[src/rtl/uart_rx_ctrl.sv]
// Register-mapped control block for a UART receiver: baud tick generator, receive FIFO and bus registers.
// Define UART_RX_IRQ_EN to enable the level interrupt output and the CTRL.irq_en bit.
module uart_rx_ctrl #(
  parameter int unsigned FIFO_DEPTH = 8,
  parameter logic [31:0] DVSR_RST   = 32'd5208
) (
  input  logic        clk,
  input  logic        rst,
  input  logic        sel,
  input  logic        we,
  input  logic [1:0]  addr,
  input  logic [31:0] wdata,
  output logic [31:0] rdata,
  input  logic [7:0]  rx_byte,
  input  logic        rx_byte_ready,
  output logic        tick_en,
  output logic        rx_en,
  output logic        irq
);

  localparam int unsigned AW = (FIFO_DEPTH > 1) ? $clog2(FIFO_DEPTH) : 1;
  localparam int unsigned CW = AW + 1;

  localparam logic [1:0] ST_DISABLED = 2'd0;
  localparam logic [1:0] ST_RUN      = 2'd1;
  localparam logic [1:0] ST_FLUSH    = 2'd2;

  logic [1:0]    state_q, state_d;
  logic          en_q, en_d;
  logic          irq_en_q, irq_en_d;
  logic [31:0]   dvsr_q, dvsr_d;
  logic [31:0]   rdata_q, rdata_d;
  logic          rdy_q, push_q;
  logic [AW-1:0] wr_ptr_q, wr_ptr_d, rd_ptr_q, rd_ptr_d;
  logic [CW-1:0] count_q, count_d;
  logic          ovr_q, ovr_d;
  logic [27:0]   tick_cnt_q, tick_cnt_d;
  logic          tick_q, tick_d;
  logic          irq_q, irq_d;
  logic [7:0]    mem [FIFO_DEPTH];

  logic        wr, rd, ctrl_wr, dvsr_wr, run, flush, full, not_empty, pop, push, push_ok;
  logic [27:0] div;
  logic [31:0] status;

  assign wr        = sel & we;
  assign rd        = sel & ~we;
  assign ctrl_wr   = wr && (addr == 2'd3);
  assign dvsr_wr   = wr && (addr == 2'd2);
  assign run       = (state_q == ST_RUN);
  assign flush     = (state_q == ST_FLUSH);
  assign full      = (count_q == CW'(FIFO_DEPTH));
  assign not_empty = (count_q != '0);
  // The FIFO reads as empty during FLUSH so a DATA read there neither pops nor returns stale data.
  assign pop       = rd && (addr == 2'd0) && not_empty && !flush;
  assign push      = push_q & run;
  assign push_ok   = push & (~full | pop);
  assign div       = dvsr_q[31:4];
  assign status    = {16'h0, 8'(count_q), 5'b0, ovr_q, full, not_empty};

  always_comb begin
    state_d  = state_q;
    en_d     = en_q;
    irq_en_d = irq_en_q;
    dvsr_d   = dvsr_q;
    if (dvsr_wr) dvsr_d = wdata;
    if (ctrl_wr) begin
      en_d = wdata[0];
`ifdef UART_RX_IRQ_EN
      irq_en_d = wdata[1];
`endif
      if (wdata[2])      state_d = ST_FLUSH;
      else if (wdata[0]) state_d = ST_RUN;
      else               state_d = ST_DISABLED;
    end else if (flush) begin
      state_d = en_q ? ST_RUN : ST_DISABLED;
    end
  end

  always_comb begin
    wr_ptr_d = wr_ptr_q;
    rd_ptr_d = rd_ptr_q;
    count_d  = count_q;
    ovr_d    = ovr_q;
    if (flush) begin
      wr_ptr_d = '0;
      rd_ptr_d = '0;
      count_d  = '0;
      ovr_d    = 1'b0;
    end else begin
      if (push_ok) wr_ptr_d = wr_ptr_q + 1'b1;
      if (pop)     rd_ptr_d = rd_ptr_q + 1'b1;
      case ({push_ok, pop})
        2'b10:   count_d = count_q + 1'b1;
        2'b01:   count_d = count_q - 1'b1;
        default: count_d = count_q;
      endcase
      if (push && full && !pop) ovr_d = 1'b1;
    end
  end

  always_comb begin
    rdata_d = rdata_q;
    if (rd) begin
      case (addr)
        2'd0:    rdata_d = pop ? {24'h0, mem[rd_ptr_q]} : '0;
        2'd1:    rdata_d = status;
        2'd2:    rdata_d = dvsr_q;
        default: rdata_d = {29'h0, 1'b0, irq_en_q, en_q};
      endcase
    end
  end

  // Pulse is registered, so the counter wraps one cycle early to keep the period at div.
  always_comb begin
    tick_cnt_d = tick_cnt_q;
    tick_d     = 1'b0;
    if (!run || dvsr_wr) begin
      tick_cnt_d = '0;
    end else if (div != '0) begin
      if (tick_cnt_q == div - 28'd1) begin
        tick_cnt_d = '0;
        tick_d     = 1'b1;
      end else begin
        tick_cnt_d = tick_cnt_q + 28'd1;
      end
    end
  end

  always_comb begin
`ifdef UART_RX_IRQ_EN
    irq_d = irq_en_q & (not_empty | ovr_q);
`else
    irq_d = 1'b0;
`endif
  end

  always_ff @(posedge clk or negedge rst) begin
    if (!rst) begin
      state_q    <= ST_DISABLED;
      en_q       <= 1'b0;
      irq_en_q   <= 1'b0;
      dvsr_q     <= DVSR_RST;
      rdata_q    <= '0;
      rdy_q      <= 1'b0;
      push_q     <= 1'b0;
      wr_ptr_q   <= '0;
      rd_ptr_q   <= '0;
      count_q    <= '0;
      ovr_q      <= 1'b0;
      tick_cnt_q <= '0;
      tick_q     <= 1'b0;
      irq_q      <= 1'b0;
    end else begin
      state_q    <= state_d;
      en_q       <= en_d;
      irq_en_q   <= irq_en_d;
      dvsr_q     <= dvsr_d;
      rdata_q    <= rdata_d;
      rdy_q      <= rx_byte_ready;
      push_q     <= rx_byte_ready & ~rdy_q & run;
      wr_ptr_q   <= wr_ptr_d;
      rd_ptr_q   <= rd_ptr_d;
      count_q    <= count_d;
      ovr_q      <= ovr_d;
      tick_cnt_q <= tick_cnt_d;
      tick_q     <= tick_d;
      irq_q      <= irq_d;
    end
  end

  always_ff @(posedge clk) begin
    if (push_ok) mem[wr_ptr_q] <= rx_byte;
  end

  assign rdata   = rdata_q;
  assign rx_en   = run;
  assign tick_en = run & ((div == '0) | tick_q);
  assign irq     = irq_q;

endmodule

[config.mk]
export PLATFORM = sky130hd
export DESIGN_NAME = uart_rx_ctrl
export DESIGN_NICKNAME = d
export VERILOG_FILES = /design/src/rtl/uart_rx_ctrl.sv
export SDC_FILE = /design/constraint.sdc
export NUM_CORES = 1
export LEC_CHECK = 0
export BUFFER_PORTS_ARGS = -buffer_cell sky130_fd_sc_hd__buf_4
export CELL_PAD_IN_SITES_DETAIL_PLACEMENT = 1
export CELL_PAD_IN_SITES_GLOBAL_PLACEMENT = 1
export CORE_UTILIZATION = 52
export DETAILED_ROUTE_END_ITERATION = 16
export PLACE_DENSITY = 0.9
export SLEW_MARGIN = 20
export SYNTH_ARGS = -nofsm -noshare
export SYNTH_HDL_FRONTEND = slang
export SYNTH_SLANG_ARGS = --single-unit
[constraint.sdc]
create_clock -name clk -period 9.1 [get_ports clk]
set_clock_uncertainty 0.1 [all_clocks]
set_input_delay 0.91 -clock clk [delete_from_list [all_inputs] [get_ports clk]]
set_output_delay 0.91 -clock clk [all_outputs]
set_load 0.005 [all_outputs]
Yosys cells after proc, flatten, opt, wreduce, memory -nomap -nowiden
Memory sizes are Yosys's and may differ from the RTL's. Index checks and enable logic that the tools add are counted.

Register bits after elaboration: 109. Latch bits: 0. Memory bits (writable): 64. ROM bits: 0. Input port bits: 47. Logic and storage cells: 84. Memories kept: 1.

Memories: mem (words 8, width 8, read ports 1, clocked after memory_dff 0, wr ports 1, RTL line 40) `logic [7:0] mem [FIFO_DEPTH];`.

$add $sub $neg: 6. Multipliers: 0. Div/mod/pow operators: 0. Magnitude comparators: 0. Equal/unequal tests: 9. Shift operators: 0. Muxes and demuxes: 23. Bitwise gates (word level): 12. Reductions and logical operators: 21.

Operators with widths (number): $pmux 32 s3 (1); $mux 28 (3); $add 28x1->28 const B (1); $eq 28x28->1 (1); $logic_not 28->1 (1); $reduce_bool 28->1 (1); $sub 28x1->28 const B (1); $mux 3 (4); $reduce_bool 2->1 (5); $mux 1 (9); $eq 2x2->1 const B (4); $mux 8 (1); $pmux 4 s2 (1); $and 1x1->1 (7); $logic_and 1x1->1 (7); $add 3x1->3 const B (2); $eq 2x1->1 const B (3); $mux 2 (3); $add 4x1->4 const B (1); $eq 4x4->1 const B (1); $mux 4 (1); $reduce_bool 4->1 (1); $sub 4x1->4 const B (1); $logic_not 1->1 (3); other kinds (5) (8).

Depth between registers and ports, before layout
Depth after elaboration: 10. Depth in mapped cells: 14.

Least setup slack after synthesis
No wires, ideal clock.

Kind: input port to flip-flop. From: input port we. To: memory mem[2][0] (enable). Data arrival time: 3.469 ns. Data required time: 8.615 ns. Path slack: 5.146 ns. Stages on the path: 9. Cells stage by stage: nand2b_1 > clkbuf_1 > or4_1 > clkbuf_1 > or2_2 > clkbuf_1 > a21oi_1 > nand2b_1 > nor3b_1.

Longest elaborated chain between the ends: 9.

Ends and longest elaborated chain: start: declaration (RTL line 10) `input logic we,`; $not 1->1 (RTL line 47) `assign rd = sel & ~we;`; $and 1x1->1 (RTL line 47); $logic_and 1x1->1 (3 in a row) (RTL line 55) `assign pop = rd && (addr == 2'd0) && not_empty && !flush;`; $or 1x1->1 (RTL line 57) `assign push_ok = push & (~full | pop);`; $and 1x1->1 (RTL line 57); $mux 1 (RTL line 173) `if (push_ok) mem[wr_ptr_q] <= rx_byte;`; $mux 1 (implied by the code) (RTL line 173); end: declaration (RTL line 40).

No other way between the ends.

Final worst setup path
From: input port we. To: memory mem[0][5] (enable).

Same word-level chain as after synthesis.

==> run_results.csv <==
group,metric,value,unit
outcome,status,"finished, final reports clean",
yosys,synth_cells,762,
drt,drtIter0Drc,805,
placement,placed_area,0.009514,mm2
clock_network,cts_root_buffer,"clkbuf_16",
yosys,ys_async_sr_fraction,63.01,%
critical_path,critPathMaxStageDelay,900,ps
critical_path,cp_slowest_cell,"nor3_1",
yosys,yosys-top-cells-area,"dfrtp_1, edfxtp_1, mux2_2, mux4_2, xnor2_1",
hold_path,hold_end,"rdata[6]$_DFFE_PN0N_",
yosys,synth_flop_cell,"dfrtp_1",
global_route,grt_max_degree,62,
critical_path,arrival,4810,ps
clock_network,clk_latency,460,ps
hold_path,min_from,"rdata[6]$_DFFE_PN0N_",
clock_network,clk_pin_slew,80,ps
sta,hold_slack,397.7,ps
critical_path,worstPathCellList,"buf_4 > nand2b_2 > or4_1 > or2_2 > a21oi_1 > nand2b_1 > nor3_1",
clock_network,postCtsSetupBuffers,0,
clock_network,holdBufCountCts,0,
clock_network,cts.sinks,173,
yosys,ys_seq_area_share,52.71,%
sta,setup_tns,0,ps
floorplan,die-area,0.01751,mm2
clock_network,post_cts_resized,0,
power,power_leakage,3.962,nW
floorplan,die_h,132.3,um
drt,drcViolationCount,0,
critical_path,cp-end-kind,"register",
yosys,syn_area_per_cell,11.59,um2
floorplan,io_pins,82,
sta,maxSlewViolCount,0,
floorplan,core,0.01658,mm2
global_route,gr-total-overflow,0,
sta,post-route-min-period,4832,ps
yosys,synth_mux_area_share,10.14,%
yosys,synth_fa_ha_area_share,1.077,%
yosys,synth_top_area_cell,"dfrtp_1",
clock_network,cts_tree,"done",
drt,final_antenna_net_count,0,
critical_path,r2r_start,"dvsr_q[5]$_DFFE_PN0P_",
drt,wl_per_cell,27.68,um
critical_path,worstSetupStartpointType,"primary input",
floorplan,die_w,132.3,um
layout,multi_input_area,0.003945,mm2
clock_network,clock_path_buffers,2,
layout,n_antenna_cell,0,
layout,fillers,1683,
global_route,grt_pass1_wl,45430,um
power,pwr_density_cell,239.9,mW/mm2
drt,first_pass_iters,5,
yosys,ys_top_cells_by_count,"dfrtp_1, edfxtp_1, nand2_1",
clock_network,cts-buffers-inserted,17,
placement,place_congestion,0.8618,
drt,drt-vias-per-instance,6.750,
critical_path,cp_max_fo,46,
yosys,ys_ff_latch,173,
layout,fin_area,0.01015,mm2
critical_path,worst-r2r-cell-count,10,
yosys,synthDistinctLibCells,74,
yosys,synthesis.area,0.008832,mm2
layout,nets,870,
critical_path,regToRegSetupSlack,4760,ps
yosys,synth_top_area_share,29.47,%
power,ir_worst_vdd,0.0001906,V
yosys,synth_compound_area_share,12.07,%
critical_path,reg2reg_to,"tick_cnt_q[2]$_DFFE_PN0P_",
yosys,synthSimpleGateAreaFrac,15.84,%
floorplan,rows,47,
global_route,grt_pass1_vias,7507,
sta,fin_crit_sh,53.10,%
sta,finalSetupViolCount,0,
yosys,ys_warn_count,0,
yosys,synth_most_common_cell,"dfrtp_1",
sta,tightest_slew,1100,ps
floorplan,initial_utilization,53.26,%
drt,num_vias,7081,
placement,hpwl,18770,um
yosys,synth_top_family_by_area,"simple AND/OR/NAND/NOR gates",
placement,port_buffers,80,
critical_path,cp.required,9070,ps
layout,syn_to_final_growth,14.90,%
critical_path,crit_type,"primary input to register",
yosys,synth_edf_count,64,
critical_path,startpoint,"we",
layout,regArea,0.004657,mm2
yosys,syn_nets,816,
layout,drive_above_1_share,24.00,%
sta,rsz0062_at_grt,"no",
hold_path,min_path_cells,2,
hold_path,hold_path_class,"register to register",
job,drv_cap,0,
clock_network,htreeDepth,4,
sta,hold_viol,0,
global_route,antenna_found_initial,0,
global_route,grt_use_total,34.55,%
sta,fmaxAchievable,0.2070,GHz
drt,routed_wl,29030,um
sta,maxSlewHeadroom,26.11,%
yosys,synth-xor-area-share,5.157,%
worst max-delay path by stage:
stage | end | slack, ps | cells after the start
3_3_place_gp | mem[4][0]$_DFFE_PP_ | 4350 | 7
4_1_cts | mem[5][6]$_DFFE_PP_ | 4070 | 7
6_report | mem[0][5]$_DFFE_PP_ | 4270 | 7
3_5_place_dp | mem[4][0]$_DFFE_PP_ | 3860 | 7
2_1_floorplan | mem[2][0]$_DFFE_PP_ | 5150 | 9
5_1_grt | mem[0][1]$_DFFE_PP_ | 4100 | 7
through the flow:
| stage | total power, mW | utilization (%) | instances | worst slack, ps |
|---|---|---|---|---|
| after floorplan | 1.422 | - | 762 | 5146 |
| final | 2.435 | 61.20 | 1049 | 4268 |
| after CTS | 2.418 | 61.01 | 1048 | 4069 |
| after global placement | 1.574 | 57.37 | 1016 | 4354 |
| after detailed placement | 1.635 | 57.37 | 1016 | 3862 |
| after global routing | 2.506 | 61.20 | 1049 | 4103 |
registers in the layout, summed over array words and instances (netlist names):
register	flops
rdata	32
dvsr_q	32
ovr_q	1
mem	64
rd_ptr_q	3
push_q	1
rdy_q	1
state_q	2
count_q	4
en_q	1
wr_ptr_q	3
tick_cnt_q	28
tick_q	1
worst max-delay path, delay by kind of cell:
kind            cells  cell delay, ps
simple gates        5            3190
buf+inv             1             130
compound gates      1             560
placed cells by master, fill, tap and decap left out, types with 4 or more instances in the layout:
cell       instances
dfrtp_1          103
buf_4             85
edfxtp_1          64
nand2_1           57
a21oi_1           49
nor2_1            39
xnor2_1           34
mux2_2            34
nand3_1           26
o21ai_0           25
nor3_1            21
a22o_1            20
xor2_1            18
clkbuf_16         17
mux4_2            16
a211oi_1          15
nand4_1           14
or3_1             14
mux2i_1           13
and3_1             9
nor4_1             9
inv_1              8
nor2b_1            8
o41ai_1            7
o21ai_1            7
o211ai_1           7
nand2b_1           6
ha_1               6
or4_1              5
nor3b_2            5
dfstp_2            5
and2_1             4
nor4_4             4
a22oi_1            4
inv_8              4
kinds of logic (layout without fill, tap and decap cells):
logic type | count (synthesis) | after routing
AND/OR/NAND/NOR | 247 | 247
flip-flops | 173 | 173
AO/OA/AOI/OAI | 160 | 160
multiplexers | 64 | 64
buffers and inverters | 58 | 125
XOR/XNOR | 52 | 52
adder cells (fa/ha/maj) | 7 | 7
other | 1 | 1
power breakdown:
part           internal [mW]  leakage, nW  switching [mW]  total (mW)
Combinational          0.265         1.69           0.299       0.563
Sequential             0.903         1.99           0.204        1.11
Clock                  0.394        0.288           0.370       0.765
routing by layer:
| layer | global-route usage (%) | vias up | part of all wire, % |
|---|---|---|---|
| li1 | - | 2962 | - |
| met2 | 57.49 | 377 | 50 |
| met4 | 13.54 | 0 | 3.6 |
| met1 | 44.00 | 3636 | 39 |
| met3 | 7.805 | 106 | 7.4 |
| met5 | 0 | - | 0 |
layout make-up:
| cell class | instances | area share, % |
|---|---|---|
| clock inverter | 14 | 1.714 |
| sequential | 173 | 45.89 |
| clock buffer | 18 | 4.229 |
| inverter | 8 | 0.2959 |
| timing repair buffer | 85 | 6.288 |
| multi-input combinational | 531 | 38.87 |
| tap | 220 | 2.712 |
Power figures use the tool's default switching activity.
